--- src/rtl/csram_req_master_pkg.sv ---
// Shared definitions for the CSRAM request master: FSM state encoding,
// default timeout limit, word-address LSB and an address alignment helper.
package csram_req_master_pkg;

   typedef enum logic [2:0] {
      ST_IDLE     = 3'd0,
      ST_RD_ISSUE = 3'd1,
      ST_RD_WAIT  = 3'd2,
      ST_MERGE    = 3'd3,
      ST_WR_ISSUE = 3'd4,
      ST_WR_WAIT  = 3'd5,
      ST_RESP     = 3'd6
   } state_e;

   // Default number of wait cycles before an unanswered access is aborted.
   localparam int TIMEOUT_CYC_DEF = 16;

   // Lowest byte-address bit that selects a 32-bit word.
   localparam int ADDR_LSB_DEF = 2;

   localparam logic [3:0] STRB_FULL = 4'hF;
   localparam logic [3:0] STRB_NONE = 4'h0;

   // Clear the byte-offset bits below lsb so the CSRAM sees a word address.
   function automatic logic [31:0] word_align(input logic [31:0] addr, input int lsb);
      logic [31:0] res;
      res = addr;
      for (int b = 0; b < 32; b++) begin
         if (b < lsb) begin
            res[b] = 1'b0;
         end
      end
      return res;
   endfunction

endpackage

--- src/rtl/csram_wstrb_merge.sv ---
// Byte-lane merge: each strobed byte comes from the new word, all other
// bytes are kept from the old word read back from the CSRAM.
module csram_wstrb_merge (
   input  logic [31:0] i_old_32b,
   input  logic [31:0] i_new_32b,
   input  logic [3:0]  i_strb_4b,
   output logic [31:0] o_merged_32b
);

   genvar gi;
   generate
      for (gi = 0; gi < 4; gi++) begin : g_byte
         // One multiplexer per byte lane, selected by its strobe bit.
         assign o_merged_32b[gi*8 +: 8] = i_strb_4b[gi] ? i_new_32b[gi*8 +: 8]
                                                         : i_old_32b[gi*8 +: 8];
      end
   endgenerate

endmodule

--- src/rtl/csram_req_master.sv ---
// CSRAM request master: accepts one CPU read/write at a time and turns it
// into CSRAM read, write or read-modify-write pulses, then returns a
// one-cycle response.
// Optional feature macro: CSRAM_TIMEOUT_EN -- when defined, a wait-cycle
// counter aborts an unanswered access after TIMEOUT_CYC cycles and reports
// it through o_err; when undefined, the wait states wait forever.
module csram_req_master
   import csram_req_master_pkg::*;
#(
   parameter int TIMEOUT_CYC = TIMEOUT_CYC_DEF,
   parameter int ADDR_LSB    = ADDR_LSB_DEF
) (
   input  logic        i_clk,
   input  logic        i_rst,
   input  logic        i_req,
   input  logic        i_we,
   input  logic [3:0]  i_wstrb_4b,
   input  logic [31:0] i_addr_32b,
   input  logic [31:0] i_wdata_32b,
   output logic        o_ready,
   output logic        o_resp_valid,
   output logic [31:0] o_rdata_32b,
   output logic        o_err,
   output logic [31:0] o_csram_addr_32b,
   output logic        o_csram_wren,
   output logic        o_csram_rden,
   output logic [31:0] o_csram_din_32b,
   input  logic [31:0] i_csram_dout_32b,
   input  logic        i_csram_dout_valid
);

   state_e      state_q, state_d;
   logic [31:0] addr_q, addr_d;
   // Holds the accepted write data until MERGE, then the merged word.
   logic [31:0] din_q, din_d;
   logic [3:0]  strb_q, strb_d;
   logic        rmw_q, rmw_d;
   logic [31:0] rd_word_q, rd_word_d;
   logic [31:0] rdata_q, rdata_d;
   logic [31:0] merged_word;

`ifdef CSRAM_TIMEOUT_EN
   localparam int CNT_W = (TIMEOUT_CYC > 1) ? $clog2(TIMEOUT_CYC) : 1;
   localparam logic [CNT_W-1:0] CNT_LAST = CNT_W'(TIMEOUT_CYC - 1);
   logic [CNT_W-1:0] cnt_q, cnt_d;
   logic             err_q, err_d;
`endif

   csram_wstrb_merge u_merge (
      .i_old_32b    (rd_word_q),
      .i_new_32b    (din_q),
      .i_strb_4b    (strb_q),
      .o_merged_32b (merged_word)
   );

   // Next-state and datapath-register updates for the access sequencer.
   always_comb begin
      state_d   = state_q;
      addr_d    = addr_q;
      din_d     = din_q;
      strb_d    = strb_q;
      rmw_d     = rmw_q;
      rd_word_d = rd_word_q;
      rdata_d   = rdata_q;
`ifdef CSRAM_TIMEOUT_EN
      cnt_d     = cnt_q;
      err_d     = err_q;
`endif
      case (state_q)
         ST_IDLE: begin
            // Completion pulses seen here belong to an abandoned access.
            if (i_req) begin
               addr_d = word_align(i_addr_32b, ADDR_LSB);
               din_d  = i_we ? i_wdata_32b : 32'h0;
               strb_d = i_wstrb_4b;
               rmw_d  = i_we && (i_wstrb_4b != STRB_FULL) && (i_wstrb_4b != STRB_NONE);
               if (!i_we) begin
                  state_d = ST_RD_ISSUE;
               end else if (i_wstrb_4b == STRB_FULL) begin
                  state_d = ST_WR_ISSUE;
               end else if (i_wstrb_4b == STRB_NONE) begin
                  // Nothing to write: answer without touching the CSRAM.
                  state_d = ST_RESP;
                  rdata_d = 32'h0;
`ifdef CSRAM_TIMEOUT_EN
                  err_d   = 1'b0;
`endif
               end else begin
                  state_d = ST_RD_ISSUE;
               end
            end
         end
         ST_RD_ISSUE: begin
            state_d = ST_RD_WAIT;
`ifdef CSRAM_TIMEOUT_EN
            cnt_d   = '0;
`endif
         end
         ST_RD_WAIT: begin
            if (i_csram_dout_valid) begin
               rd_word_d = i_csram_dout_32b;
               if (rmw_q) begin
                  state_d = ST_MERGE;
               end else begin
                  state_d = ST_RESP;
                  rdata_d = i_csram_dout_32b;
`ifdef CSRAM_TIMEOUT_EN
                  err_d   = 1'b0;
`endif
               end
            end
`ifdef CSRAM_TIMEOUT_EN
            else if (cnt_q == CNT_LAST) begin
               // Abort; an RMW that times out on its read never writes.
               state_d = ST_RESP;
               rdata_d = 32'h0;
               err_d   = 1'b1;
            end else begin
               cnt_d = cnt_q + 1'b1;
            end
`endif
         end
         ST_MERGE: begin
            din_d   = merged_word;
            state_d = ST_WR_ISSUE;
         end
         ST_WR_ISSUE: begin
            state_d = ST_WR_WAIT;
`ifdef CSRAM_TIMEOUT_EN
            cnt_d   = '0;
`endif
         end
         ST_WR_WAIT: begin
            if (i_csram_dout_valid) begin
               state_d = ST_RESP;
               rdata_d = 32'h0;
`ifdef CSRAM_TIMEOUT_EN
               err_d   = 1'b0;
`endif
            end
`ifdef CSRAM_TIMEOUT_EN
            else if (cnt_q == CNT_LAST) begin
               state_d = ST_RESP;
               rdata_d = 32'h0;
               err_d   = 1'b1;
            end else begin
               cnt_d = cnt_q + 1'b1;
            end
`endif
         end
         ST_RESP: begin
            state_d = ST_IDLE;
         end
         default: begin
            state_d = ST_IDLE;
         end
      endcase
   end

   // State and datapath registers; reset abandons any access in flight.
   always_ff @(posedge i_clk or posedge i_rst) begin
      if (i_rst) begin
         state_q   <= ST_IDLE;
         addr_q    <= 32'h0;
         din_q     <= 32'h0;
         strb_q    <= 4'h0;
         rmw_q     <= 1'b0;
         rd_word_q <= 32'h0;
         rdata_q   <= 32'h0;
`ifdef CSRAM_TIMEOUT_EN
         cnt_q     <= '0;
         err_q     <= 1'b0;
`endif
      end else begin
         state_q   <= state_d;
         addr_q    <= addr_d;
         din_q     <= din_d;
         strb_q    <= strb_d;
         rmw_q     <= rmw_d;
         rd_word_q <= rd_word_d;
         rdata_q   <= rdata_d;
`ifdef CSRAM_TIMEOUT_EN
         cnt_q     <= cnt_d;
         err_q     <= err_d;
`endif
      end
   end

   assign o_ready          = (state_q == ST_IDLE);
   assign o_resp_valid     = (state_q == ST_RESP);
   assign o_csram_rden     = (state_q == ST_RD_ISSUE);
   assign o_csram_wren     = (state_q == ST_WR_ISSUE);
   assign o_csram_addr_32b = addr_q;
   assign o_csram_din_32b  = din_q;
   assign o_rdata_32b      = rdata_q;
`ifdef CSRAM_TIMEOUT_EN
   assign o_err            = err_q;
`else
   assign o_err            = 1'b0;
`endif

endmodule

--- config.mk ---
export PLATFORM = sky130hd
export DESIGN_NAME = csram_req_master
export DESIGN_NICKNAME = d
export VERILOG_FILES = /design/src/rtl/csram_req_master_pkg.sv /design/src/rtl/csram_wstrb_merge.sv /design/src/rtl/csram_req_master.sv
export SDC_FILE = /design/constraint.sdc
export NUM_CORES = 1
export LEC_CHECK = 0
export ABC_AREA = 1
export BUFFER_PORTS_ARGS = -buffer_cell sky130_fd_sc_hd__buf_2
export CORE_ASPECT_RATIO = 1.5
export CORE_UTILIZATION = 50
export DETAILED_ROUTE_END_ITERATION = 10
export GPL_ROUTABILITY_DRIVEN = 0
export PLACE_DENSITY = 0.8
export SLEW_MARGIN = 20
export SYNTH_ARGS = -nofsm -noshare
export SYNTH_HDL_FRONTEND = slang
export SYNTH_SLANG_ARGS = --single-unit
--- constraint.sdc ---
create_clock -name i_clk -period 5.4 [get_ports i_clk]
set_input_delay 1.08 -clock i_clk [delete_from_list [all_inputs] [get_ports i_clk]]
set_output_delay 1.08 -clock i_clk [all_outputs]
set_load 0.05 [all_outputs]
==> results_dict.tcl <==
set metrics [dict create \
    yosysTopAreaCellShare 0.5864 \
    die_h_um 133.0 \
    layout_commonest_cell "nand2_1" \
    hold_depth 2 \
    tightest_slew_ns 0.9528 \
    yosysSeqAreaShare 0.5864 \
    core_um2 11060 \
    p_seq_frac 0.311 \
    use_met1 0.3141 \
    synth_edf_count 0 \
    synth-async-reset-ratio 1.000 \
    setup_viol 0 \
    worst-endpoint-arrival_ns 3.44 \
    leakagePower_uw 0.004180 \
    synthCells 642 \
    crit_start "i_we" \
    drt-initial-drc-count 293 \
    synth-seq-cells 134 \
    clk_pin_slew_ns 0.06 \
    fmax_ghz 0.3179 \
    wl_per_cell_um 15.72 \
    setup.worst_path.start_class "primary input" \
    drc_errors 0 \
    h-tree-depth 4 \
    track_usage 0.2722 \
    yosys_warnings 0 \
    met3_usage 0.08609 \
    grt_max_degree 86 \
    synth.distinct_cells 23 \
    cts_setup_buffers 0 \
    r2r_setup_slack_ns 2.56 \
    first_pass_iters 6 \
    fin_tns_setup_ns 0 \
    grt_overflow 0 \
    nNetsFinal 931 \
    num_vias 5147 \
    tritoncts "yes" \
    fin_skew_ns 0.01081 \
    dieArea_um2 11880 \
    hp-class "reg2reg" \
    p_switching_uw 2719 \
    p_per_area_nw_per_um2 747.0 \
    drive_gt1_frac 0.3170 \
    row_count 47 \
    ir_worst_vdd_v 0.0004615 \
    min_period_ns 3.146 \
    met2_usage 0.4703 \
    numPortBuffers 200 \
    viasPerCell 5.220 \
    slowest_delay_ns 0.63 \
    cts_hold_buf 0 \
    dp.final_hpwl_um 10920 \
    cp_cell_sequence "buf_2 -> inv_1 -> nor2_1 -> nand2_1 -> nand2_1 -> buf_4 -> nand3_2 -> nand2_1 -> nand2_1" \
    critical_path.endpoint_type "register" \
    p_int_uw 2772 \
    combPwrFrac 0.472 \
    relSlewSlack 0.3626 \
    final_cell_mix "nand2_1, buf_2, dfrtp_1, o21ai_0" \
    grt_pass1_vias 4963 \
    timing.final.crit_share 0.5826 \
    yosys-top-cells-area "dfrtp_1, nand2_1, o21ai_0" \
    post_cts_resized 0 \
    grt_pass1_wl_um 24110 \
    slew_violations 0 \
    hp-start "o_rdata_32b[11]" \
    pin_count 206 \
    rsz0062_at_grt "false" \
    hold_viol 0 \
    synth_ff_type "dfrtp_1" \
    worstSetupPathType "in2reg" \
    clkSinkCount 134 \
    floorplan.initialDensity 0.5172 \
    cts_root_buf "clkbuf_16" \
    grt.busiest_layer "met2" \
    die_w_um 89.32 \
    r2r-start "state_q[2]" \
    clkLatencyLatePin_ns 0.41 \
    worstPathRequired_ns 5.69 \
    wl_um 15500 \
    cts_buffers 17 \
    p_sw_frac 0.4952 \
    synthToLayoutAreaGrowth_pct 28.58 \
    r2r_cells 7 \
    drtAntennaViolNets 0 \
    grt_antenna_before_repair 1 \
    whs_ns 0.4660 \
    yosys.area.top_type "dfrtp_1" \
    syn_area_um2 5718 \
    worst_path_most_repeated_cell "nand2_1" \
    outcome "finished, final reports clean" \
    diodes 0 \
    cap_violations 0 \
    clk_path_buf_depth 2 \
    cpMaxStageDelayCell "nand3_2" \
    p_clk_frac 0.217 \
    avgSynthCellArea_um2 8.907 \
    crit_fanout 33 \
]
==> state kept, by name, summed over array words and instances, names as in the netlist <==
name and count:
o_rdata_32b 32, o_csram_addr_32b 30, strb_q 4, rmw_q 1, state_q 3, rd_word_q 32, o_csram_din_32b 32
==> worst max-delay path: cells and delay by family <==
family	cells	cell delay (ns)
simple gates	6	1.32
buf+inv	3	1.01
==> kinds of logic after synthesis <==
kind of cell / synth area share
AO/OA/AOI/OAI: 0.07965
multiplexers: 0.03742
buffers and inverters: 0.05667
AND/OR/NAND/NOR: 0.2392
other: 0.0006558
flip-flops: 0.5864
==> cell type report <==
| class | instances | area [um2] |
|---|---|---|
| Fill cell | 925 | 3704 |
| Sequential cell | 134 | 3353 |
| Clock inverter | 15 | 192.7 |
| Tap cell | 147 | 183.9 |
| Inverter | 28 | 110.1 |
| Multi-Input combinational cell | 441 | 2056 |
| Clock buffer | 17 | 425.4 |
| Timing Repair Buffer | 204 | 1031 |
==> routing by layer <==
metal	share of wire	wire length, um	vias to the layer above
met5	0	0	-
met3	0.088	1359	21
li1	-	-	2447
met1	0.37	5700	2434
met2	0.53	8161	245
met4	0.018	280	0
==> power groups by stage <==
stage          registers [uW]  clock network (uW)  logic (uW)
2_1_floorplan            2750                   0         929
3_3_place_gp             1690                   0        2530
3_5_place_dp             1710                   0        2600
4_1_cts                  1710                1210        2610
5_1_grt                  1770                1260        2780
6_report                 1710                1190        2590
==> per-stage QoR <==
step                total power, uW  instance area (um2)  setup slack [ns]  cells  utilization
floorplan                      3681                 5725            0.7372    644            -
global placement               4227                 6734             1.973    954       0.6091
detailed placement             4311                 6734             1.846    954       0.6091
CTS                            5523                 7352             2.286    986       0.6650
global route                   5801                 7352             2.062    986       0.6650
finish                         5492                 7352             2.254    986       0.6650
==> worst paths after layout <==
check,end
worst max-delay path,o_rdata_32b[29]
worst min-delay path,o_rdata_32b[11]
worst max register to register,o_rdata_32b[29]
worst min register to register,o_rdata_32b[11]
max in group asynchronous,o_csram_din_32b[12]
min in group asynchronous,o_csram_addr_32b[22]
==> synth_stat cells, types with 3 or more instances <==
cell type	n
o21ai_0	55
buf_4	6
nand3_1	5
a31oi_1	13
nand2_2	4
nand4_1	33
inv_1	27
a21oi_1	13
buf_2	16
mux2_2	19
dfrtp_1	134
buf_6	3
nand2_1	254
nor2_1	34
clkbuf_1	15
Power figures use the tool's default switching activity.
